==> config.mk <==
export PLATFORM = sky130hd
export DESIGN_NAME = id_stage_regs
export DESIGN_NICKNAME = d
export VERILOG_FILES = /design/src/rtl/id_stage_regs.sv
export SDC_FILE = /design/constraint.sdc
export NUM_CORES = 2
export LEC_CHECK = 0
export BUFFER_PORTS_ARGS = -buffer_cell sky130_fd_sc_hd__buf_2
export CAP_MARGIN = 15
export CORE_AREA = 2 2 296 415
export CTS_CLUSTER_DIAMETER = 200
export DETAILED_ROUTE_END_ITERATION = 8
export DIE_AREA = 0 0 298 417
export PLACE_DENSITY = 0.66
export REMOVE_ABC_BUFFERS = 1
export SLEW_MARGIN = 10
export SYNTH_ARGS = -nofsm -noshare
export SYNTH_HDL_FRONTEND = slang
export SYNTH_SLANG_ARGS = --single-unit
==> constraint.sdc <==
create_clock -name clk_i -period 11.4 [get_ports clk_i]
set_input_delay 2.28 -clock clk_i [delete_from_list [all_inputs] [get_ports clk_i]]
set_output_delay 2.28 -clock clk_i [all_outputs]
set_load 0.005 [all_outputs]
==> src/rtl/id_stage_regs.sv <==
// Purpose : instruction-decode stage: register file, main decoder, load-use
//           hazard detect and the ID/EX pipeline latch.
// Latency : one cycle from the IF/ID latch inputs to the ex_* outputs.
// Backpressure: stall_o (combinational) holds PC and IF/ID on a load-use
//           hazard; the latch takes a bubble that cycle, so a stall lasts
//           exactly one cycle.
//
// Optional feature: define ID_ILLEGAL_OP_EN to add ex_illegal_o, which flags
// an opcode outside the decoded set.
//
// Ports:
//   clk_i, rst_i              clock, synchronous active-low reset
//   pc_i, instr_i             PC and instruction from the IF/ID latch
//   flush_i                   squash the instruction in ID (branch taken in EX)
//   wb_we_i/addr_i/data_i     register-file write-back port
//   stall_o                   hold PC and IF/ID this cycle
//   ex_*                      registered ID/EX latch: PC, operands, immediate,
//                             register indices and control bits
//   ex_illegal_o              (ID_ILLEGAL_OP_EN only) unknown opcode latched

module id_stage_regs #(
   parameter int XLEN = 32,
   parameter int NREG = 32
) (
   input  logic            clk_i,
   input  logic            rst_i,
   input  logic [XLEN-1:0] pc_i,
   input  logic [31:0]     instr_i,
   input  logic            flush_i,
   input  logic            wb_we_i,
   input  logic [4:0]      wb_addr_i,
   input  logic [XLEN-1:0] wb_data_i,
   output logic            stall_o,
   output logic [XLEN-1:0] ex_pc_o,
   output logic [XLEN-1:0] ex_rs_data_o,
   output logic [XLEN-1:0] ex_rt_data_o,
   output logic [XLEN-1:0] ex_imm_o,
   output logic [4:0]      ex_rs_o,
   output logic [4:0]      ex_rt_o,
   output logic [4:0]      ex_rd_o,
   output logic            ex_reg_write_o,
   output logic            ex_mem_to_reg_o,
   output logic            ex_mem_read_o,
   output logic            ex_mem_write_o,
   output logic            ex_alu_src_o,
   output logic            ex_reg_dst_o,
   output logic            ex_branch_o,
`ifdef ID_ILLEGAL_OP_EN
   output logic            ex_illegal_o,
`endif
   output logic [1:0]      ex_alu_op_o
);

   localparam logic [5:0] OP_RTYPE = 6'h00;
   localparam logic [5:0] OP_ADDI  = 6'h08;
   localparam logic [5:0] OP_LW    = 6'h23;
   localparam logic [5:0] OP_SW    = 6'h2B;
   localparam logic [5:0] OP_BEQ   = 6'h04;

   localparam logic [1:0] ALU_ADD   = 2'b00;
   localparam logic [1:0] ALU_SUB   = 2'b01;
   localparam logic [1:0] ALU_FUNCT = 2'b10;

   typedef struct packed {
      logic       reg_write;
      logic       mem_to_reg;
      logic       mem_read;
      logic       mem_write;
      logic       alu_src;
      logic       reg_dst;
      logic       branch;
      logic [1:0] alu_op;
   } ctrl_t;

   // Instruction fields
   logic [5:0]      opcode;
   logic [4:0]      rs;
   logic [4:0]      rt;
   logic [4:0]      rd;
   logic [XLEN-1:0] imm_sext;

   assign opcode   = instr_i[31:26];
   assign rs       = instr_i[25:21];
   assign rt       = instr_i[20:16];
   assign rd       = instr_i[15:11];
   assign imm_sext = {{(XLEN-16){instr_i[15]}}, instr_i[15:0]};

   // ------------------------------------------------------------------
   // Main decoder
   // ------------------------------------------------------------------
   ctrl_t dec_ctrl;
   logic  uses_rt;   // rt is a source operand (not a destination)
`ifdef ID_ILLEGAL_OP_EN
   logic  dec_illegal;
`endif

   always_comb begin
      dec_ctrl = '0;
      uses_rt  = 1'b0;
`ifdef ID_ILLEGAL_OP_EN
      dec_illegal = 1'b0;
`endif
      case (opcode)
         OP_RTYPE: begin
            dec_ctrl.reg_write = 1'b1;
            dec_ctrl.reg_dst   = 1'b1;
            dec_ctrl.alu_op    = ALU_FUNCT;
            uses_rt            = 1'b1;
         end
         OP_ADDI: begin
            dec_ctrl.reg_write = 1'b1;
            dec_ctrl.alu_src   = 1'b1;
            dec_ctrl.alu_op    = ALU_ADD;
         end
         OP_LW: begin
            dec_ctrl.reg_write  = 1'b1;
            dec_ctrl.mem_to_reg = 1'b1;
            dec_ctrl.mem_read   = 1'b1;
            dec_ctrl.alu_src    = 1'b1;
            dec_ctrl.alu_op     = ALU_ADD;
         end
         OP_SW: begin
            dec_ctrl.mem_write = 1'b1;
            dec_ctrl.alu_src   = 1'b1;
            dec_ctrl.alu_op    = ALU_ADD;
            uses_rt            = 1'b1;
         end
         OP_BEQ: begin
            dec_ctrl.branch = 1'b1;
            dec_ctrl.alu_op = ALU_SUB;
            uses_rt         = 1'b1;
         end
         default: begin
`ifdef ID_ILLEGAL_OP_EN
            dec_illegal = 1'b1;
`endif
         end
      endcase
   end

   // ------------------------------------------------------------------
   // Register file: combinational reads, posedge write, r0 hardwired 0
   // ------------------------------------------------------------------
   logic [XLEN-1:0] rf [NREG];
   logic [XLEN-1:0] rs_data;
   logic [XLEN-1:0] rt_data;

   always_ff @(posedge clk_i) begin
      if (!rst_i) begin
         for (int i = 0; i < NREG; i++) begin
            rf[i] <= '0;
         end
      end else if (wb_we_i && (wb_addr_i != 5'd0)) begin
         rf[wb_addr_i] <= wb_data_i;
      end
   end

   // A write-back landing this cycle is forwarded so ID sees the new value
   // without waiting for the register update.
   always_comb begin
      rs_data = '0;
      if (rs != 5'd0) begin
         if (wb_we_i && (wb_addr_i == rs)) begin
            rs_data = wb_data_i;
         end else begin
            rs_data = rf[rs];
         end
      end
   end

   always_comb begin
      rt_data = '0;
      if (rt != 5'd0) begin
         if (wb_we_i && (wb_addr_i == rt)) begin
            rt_data = wb_data_i;
         end else begin
            rt_data = rf[rt];
         end
      end
   end

   // ------------------------------------------------------------------
   // Load-use hazard: a load in EX whose destination feeds this instruction.
   // rt only counts when the instruction actually reads it; for addi/lw it
   // is the destination.
   // ------------------------------------------------------------------
   assign stall_o = ex_mem_read_o && (ex_rt_o != 5'd0) &&
                    ((ex_rt_o == rs) || (uses_rt && (ex_rt_o == rt)));

   // ------------------------------------------------------------------
   // ID/EX latch. Reset, flush and stall all load an all-zero bubble;
   // flush beats stall, which is why a coinciding pair yields one bubble.
   // ------------------------------------------------------------------
   always_ff @(posedge clk_i) begin
      if (!rst_i || flush_i || stall_o) begin
         ex_pc_o         <= '0;
         ex_rs_data_o    <= '0;
         ex_rt_data_o    <= '0;
         ex_imm_o        <= '0;
         ex_rs_o         <= '0;
         ex_rt_o         <= '0;
         ex_rd_o         <= '0;
         ex_reg_write_o  <= 1'b0;
         ex_mem_to_reg_o <= 1'b0;
         ex_mem_read_o   <= 1'b0;
         ex_mem_write_o  <= 1'b0;
         ex_alu_src_o    <= 1'b0;
         ex_reg_dst_o    <= 1'b0;
         ex_branch_o     <= 1'b0;
         ex_alu_op_o     <= 2'b00;
`ifdef ID_ILLEGAL_OP_EN
         ex_illegal_o    <= 1'b0;
`endif
      end else begin
         ex_pc_o         <= pc_i;
         ex_rs_data_o    <= rs_data;
         ex_rt_data_o    <= rt_data;
         ex_imm_o        <= imm_sext;
         ex_rs_o         <= rs;
         ex_rt_o         <= rt;
         ex_rd_o         <= rd;
         ex_reg_write_o  <= dec_ctrl.reg_write;
         ex_mem_to_reg_o <= dec_ctrl.mem_to_reg;
         ex_mem_read_o   <= dec_ctrl.mem_read;
         ex_mem_write_o  <= dec_ctrl.mem_write;
         ex_alu_src_o    <= dec_ctrl.alu_src;
         ex_reg_dst_o    <= dec_ctrl.reg_dst;
         ex_branch_o     <= dec_ctrl.branch;
         ex_alu_op_o     <= dec_ctrl.alu_op;
`ifdef ID_ILLEGAL_OP_EN
         ex_illegal_o    <= dec_illegal;
`endif
      end
   end

endmodule
-- Word level (Yosys, flattened, before mapping)
Memory sizes are Yosys's and may differ from the RTL's. A register that Yosys moved wholly into a read port is not among the register bits.
Index checks and enable logic that the tools add are counted.
- flip-flop bits (word level): 72
- logic and storage cells: 56
- bits of input ports: 105
- memories: 1
- memory bits (writable): 1024
- bitwise gates (word level): 2
- multiplexer cells: 15
- equal/unequal tests: 6
- reductions and logical operators: 19
- memory list (memory ; words ; bits a word ; rd ports ; clocked after memory_dff ; write ports ; RTL line ; source):
    rf ; 32 ; 32 ; 2 ; 2 ; 32 ; 144 ; logic [XLEN-1:0] rf [NREG];
- operators by type and width (kind ; count):
    2-to-1 mux 32 bit ; 1
    OR reduction 32 bit ; 1
    nonzero test 5 bit ; 4
    == test 6 bit (second input constant) ; 2
    2-to-1 mux 1 bit ; 11
    == test 5 bit ; 2
    OR reduction 3 bit ; 3
    == test 6 x 3 -> 1 bit (second input constant) ; 1
    == test 6 x 4 -> 1 bit (second input constant) ; 1
    zero test 6 bit ; 1
    2-to-1 mux 5 bit ; 1
    logical AND 1 bit ; 4
    case mux 2 bit (2 select lines) ; 1
    OR reduction 2 bit ; 2
    logical OR 1 bit ; 3
    2-to-1 mux 2 bit ; 1
    NOT 1 bit ; 2
    zero test 1 bit ; 1

-- Longest topological paths before layout
- depth in word-level cells: 8
- depth in mapped cells: 11

-- Worst setup path before layout
No wires, ideal clock.
- path kind: input to register
- start point: input wb_addr_i[3]
- end point: memory rf[24][0], enable pin
- buffers on the path: 3
- stages on the path: 6
- required time: 10.934 ns
- path slack: 5.524 ns
- setup time: 0.466 ns
- arrival time: 5.410 ns
- cells stage by stage: buf_2 or3_1 clkbuf_1 nand3_1 clkbuf_1 o21ai_0
- RTL lines (what ; RTL line ; source):
    start: declaration ; 31 ; input logic [4:0] wb_addr_i,
    end: declaration ; 144 ;

-- Worst setup path after layout
- start point: input instr_i[27]
- end point: output stall_o
- longest elaborated chain between the ends: 6
- elaborated cells between the ends (all ways): 8
- those cells by class: 2 x eq/ne; 1 x mux; 5 x reduce/logical
- RTL lines (what ; RTL line ; source):
    start: declaration ; 28 ; input logic [31:0] instr_i,
    == test 6 x 3 -> 1 bit (tied with other cells) ; 103 ; case (opcode)
    OR reduction 3 bit (no source line) (*) ; -- ;
    2-to-1 mux 1 bit (*) ; 103 ;
    logical AND 1 bit (*) ; 188 ; ((ex_rt_o == rs) || (uses_rt && (ex_rt_o == rt)));
    logical OR 1 bit (*) ; 188 ;
    logical AND 1 bit (*) ; 187 ; assign stall_o = ex_mem_read_o && (ex_rt_o != 5'd0) &&
    end: declaration ; 33 ; output logic stall_o,
Every way passes the cells marked *; elsewhere a longest branch is shown, timed or not.

==> impl_metrics.csv <==
group,metric,value,unit
run_status,run_status,"finished, final reports clean",
power_and_ir_drop,p_seq_frac,0.497,
yosys,synth-seq-cells,1153,
worst_setup_path,cp_max_fo,4,
layout,area_delta_synth_final,10.9,%
drt,vias,40700,
timing,final.min_clock_period,6.21,ns
die,die_h,417,um
placement,placed_cells,5982,
die,coreArea,121000,um^2
yosys,synth-edff-count,1024,
clocking,clk_pin_slew,0.07,ns
worst_setup_path,path_class,"in2out",
die,io_pins,258,
drt,drc_errors,0,
worst_setup_path,path_cells,"buf_2, or3_1, mux2_2, nor4b_4, or2_2, buf_2",
yosys,syn_area,59800,um^2
worst_setup_path,required,9.12,ns
timing,finClkSkew,0.0414,ns
worst_setup_path,critPathArrivalTime,3.93,ns
timing,rsz0062_at_grt,"no",
worst_setup_path,start_kind,"input port",
placement,port_buffers,257,
clocking,root_buffer,"clkbuf_16",
clocking,cts_setup_buffers,0,
timing,setup_tns,0,ns
placement,placed_area,62500,um^2
worst_setup_path,critPathTopFamily,"simple AND/OR/NAND/NOR gates",
layout,final_layout_size_suffix_gt1_frac,0.213,
power_and_ir_drop,p_leak,24.2,nW
worst_hold_path,whs_path_depth,5,
yosys,ys.flop_type,"edfxtp_1",
yosys,synth.distinct_cells,71,
yosys,yosysSeqAreaShare,0.558,
power_and_ir_drop,p_int,7.41,mW
die,start_util,0.496,
drt,avgRoutedWirePerCell,33.7,um
clocking,cts_resized,0,
worst_setup_path,end_kind,"output port",
clocking,cts_tree,"yes",
layout,design_area,66300,um^2
timing,post-route-period-util,0.544,
die,rows,151,
power_and_ir_drop,pwr-share-comb,0.116,
timing,hold_violations,0,
grt,grt_use_total,0.332,
drt,dr.pass1.iters,6,
clocking,clock_path_buffers,3,
layout,fin_nets,4596,
flow_run,cap_violations,0,
timing,max_freq,161,MHz
layout,fin_cells,6202,
clocking,ctsHoldBuffers,0,
timing,relSlewSlack,0.0715,
drt,drt_wl_total,209,mm
worst_setup_path,slowest_delay,0.46,ns
grt,grt_pass1_vias,40500,
power_and_ir_drop,power_frac_clock,0.387,
clocking,clock_latency,0.76,ns
die,fp.dieW,298,um
power_and_ir_drop,power_switching,2.56,mW
timing,slew_viol_final,0,
worst_setup_path,reg2reg_to,"ex_rs_data_o[31]$_SDFF_PP0_",
clocking,cts_made_buffers,112,
grt,grt_max_degree,105,
yosys,syn_area_per_cell,13.4,um^2
timing,setup_violations,0,
power_and_ir_drop,p_per_area,150,nW/um^2
grt,grt_first_pass_wirelength,294,mm
worst_hold_path,hold_start,"rf[22][16]$_SDFFCE_PN0P_",
worst_hold_path,min_to,"ex_rt_data_o[16]$_SDFF_PP0_",
clocking,clock-sinks,1153,
yosys,async_reset_ff_frac,0,
power_and_ir_drop,switching_share,0.257,
worst_setup_path,reg2reg_slack,8.31,ns
layout,post-route-util,0.550,
timing,worstMarginPinSlew,1.38,ns
worst_setup_path,path_buf_inv,2,
placement,gp_congestion,0.891,
drt,drtAntennaViolNets,0,
worst_setup_path,worstReg2RegStart,"ex_rt_o[1]$_SDFF_PP0_",
power_and_ir_drop,peakVddDrop,0.129,mV
drt,first_iter_violations,5274,
worst_setup_path,ff2ff_path_depth,8,
yosys,yosysWarnings,0,
worst_setup_path,cp_slowest_cell,"nor4b_4",
yosys,synth_cells,4452,
grt,overflow,0,
grt,antenna_found_initial,27,
placement,hpwlAfterDp,126,mm
die,die_area,124000,um^2
worst_hold_path,hp-class,"reg2reg",
clocking,htreeDepth,3,
worst_setup_path,crit_top_cell,"buf_2",
drt,post_drt_via_cell_ratio,6.57,
## area by class of cell
cell class                 instances  area, um^2
timing repair buffer             369        2220
tap                             1606        2010
multi-input combinational       2841       24900
sequential                      1153       33300
clock inverter                    76         774
antenna                            8        20.0
inverter                          14        55.1
clock buffer                     135        2970
fill                            9897       54300
## Yosys cell counts (all sizes together) (7+ instances only)
| cell type | instances | area [um^2] |
|---|---|---|
| buf | 149 | 1010 |
| nand2b | 46 | 288 |
| xor2 | 8 | 70.1 |
| or2 | 8 | 50.1 |
| nor2b | 7 | 43.8 |
| a22oi | 49 | 368 |
| a21oi | 59 | 295 |
| o31ai | 9 | 67.6 |
| a221oi | 110 | 970 |
| nand4 | 7 | 50.1 |
| o22ai | 33 | 206 |
| nand2 | 114 | 428 |
| o21a | 13 | 97.6 |
| xnor2 | 12 | 105 |
| a311oi | 7 | 61.3 |
| nand3 | 68 | 345 |
| o221ai | 20 | 175 |
| nand3b | 7 | 52.6 |
| nor2 | 107 | 402 |
| dfxtp | 129 | 2580 |
| mux4 | 300 | 6760 |
| mux2i | 422 | 4220 |
| nor4 | 7 | 65.1 |
| clkbuf | 326 | 1230 |
| and2 | 1053 | 6590 |
| inv | 12 | 45.0 |
| o21ai | 139 | 699 |
| nor3 | 29 | 145 |
| edfxtp | 1024 | 30700 |
| a211oi | 36 | 270 |
| mux2 | 44 | 495 |
| a31oi | 20 | 125 |
| a221o | 25 | 250 |
## sequential cells by signal, indices dropped and copies added (netlist names), 2 cells and up
| name | count |
|---|---|
| ex_alu_op_o | 2 |
| rf | 1024 |
| ex_pc_o | 32 |
| ex_rs_o | 5 |
| ex_imm_o | 16 |
| ex_rt_o | 5 |
| ex_rt_data_o | 32 |
| ex_rs_data_o | 32 |
## routing by layer
metal	up-vias	share of wire	wire length, um	GRT usage
met2	2783	0.48	99400	0.539
li1	16700	-	-	-
met1	20500	0.35	73600	0.410
met4	24	0.058	12100	0.182
met5	-	0.00071	149	0
met3	661	0.11	23800	0.0820
## logic make-up after synthesis
kind of cell	share of synthesized area
xor+xnor	0.00293
flops	0.558
other cells	0.0000627
buf+inv	0.0385
mux	0.192
simple gates	0.145
compound gates	0.0643
## worst register-to-register path: stages (launching register included)
cell	delay, ns
dfxtp_1	0.36
or4_1	0.56
o211a_1	0.25
and2_4	0.16
nor4_4	0.23
buf_4	0.48
o21ai_4	0.13
buf_4	0.35
nor3_1	0.44
## worst max-delay path by stage
stage / to / cells past startpoint / startpoint
after floorplan: ex_rs_data_o[1]$_SDFF_PP0_ / 6 / instr_i[23]
after global placement: stall_o / 6 / instr_i[27]
after detailed placement: stall_o / 6 / instr_i[27]
after CTS: stall_o / 6 / instr_i[27]
after global routing: stall_o / 6 / instr_i[27]
final: stall_o / 6 / instr_i[27]
## layout by cell type, fill, tap and decap left out, types with 104 or more instances in the layout
| master | synthesis | layout |
|---|---|---|
| a221oi_1 | 109 | 109 |
| clkbuf_16 | 0 | 113 |
| nand2_1 | 114 | 114 |
| edfxtp_1 | 1024 | 1024 |
| dfxtp_1 | 129 | 129 |
| mux2i_1 | 422 | 422 |
| mux4_2 | 300 | 300 |
| buf_4 | 66 | 113 |
| and2_1 | 1051 | 1051 |
| buf_2 | 51 | 247 |
| o21ai_0 | 134 | 104 |
## per-stage QoR
step	worst slack (ns)	hold slack [ns]	power, mW
after floorplan	5.56	0.778	5.56
final	5.19	0.904	9.97
after global routing	5.10	0.957	10.2
after detailed placement	5.19	0.888	6.17
after CTS	5.18	0.903	9.95
after global placement	5.19	0.873	6.15
## power by group through the flow
stage	Clock (mW)	Sequential (mW)	Combinational (mW)
CTS	3.86	4.95	1.14
floorplan	0	5.00	0.560
global placement	0	5.02	1.13
global route	4.02	4.97	1.20
detailed placement	0	5.04	1.13
finish	3.86	4.95	1.16
No activity file was read; power rests on OpenSTA's default activity.
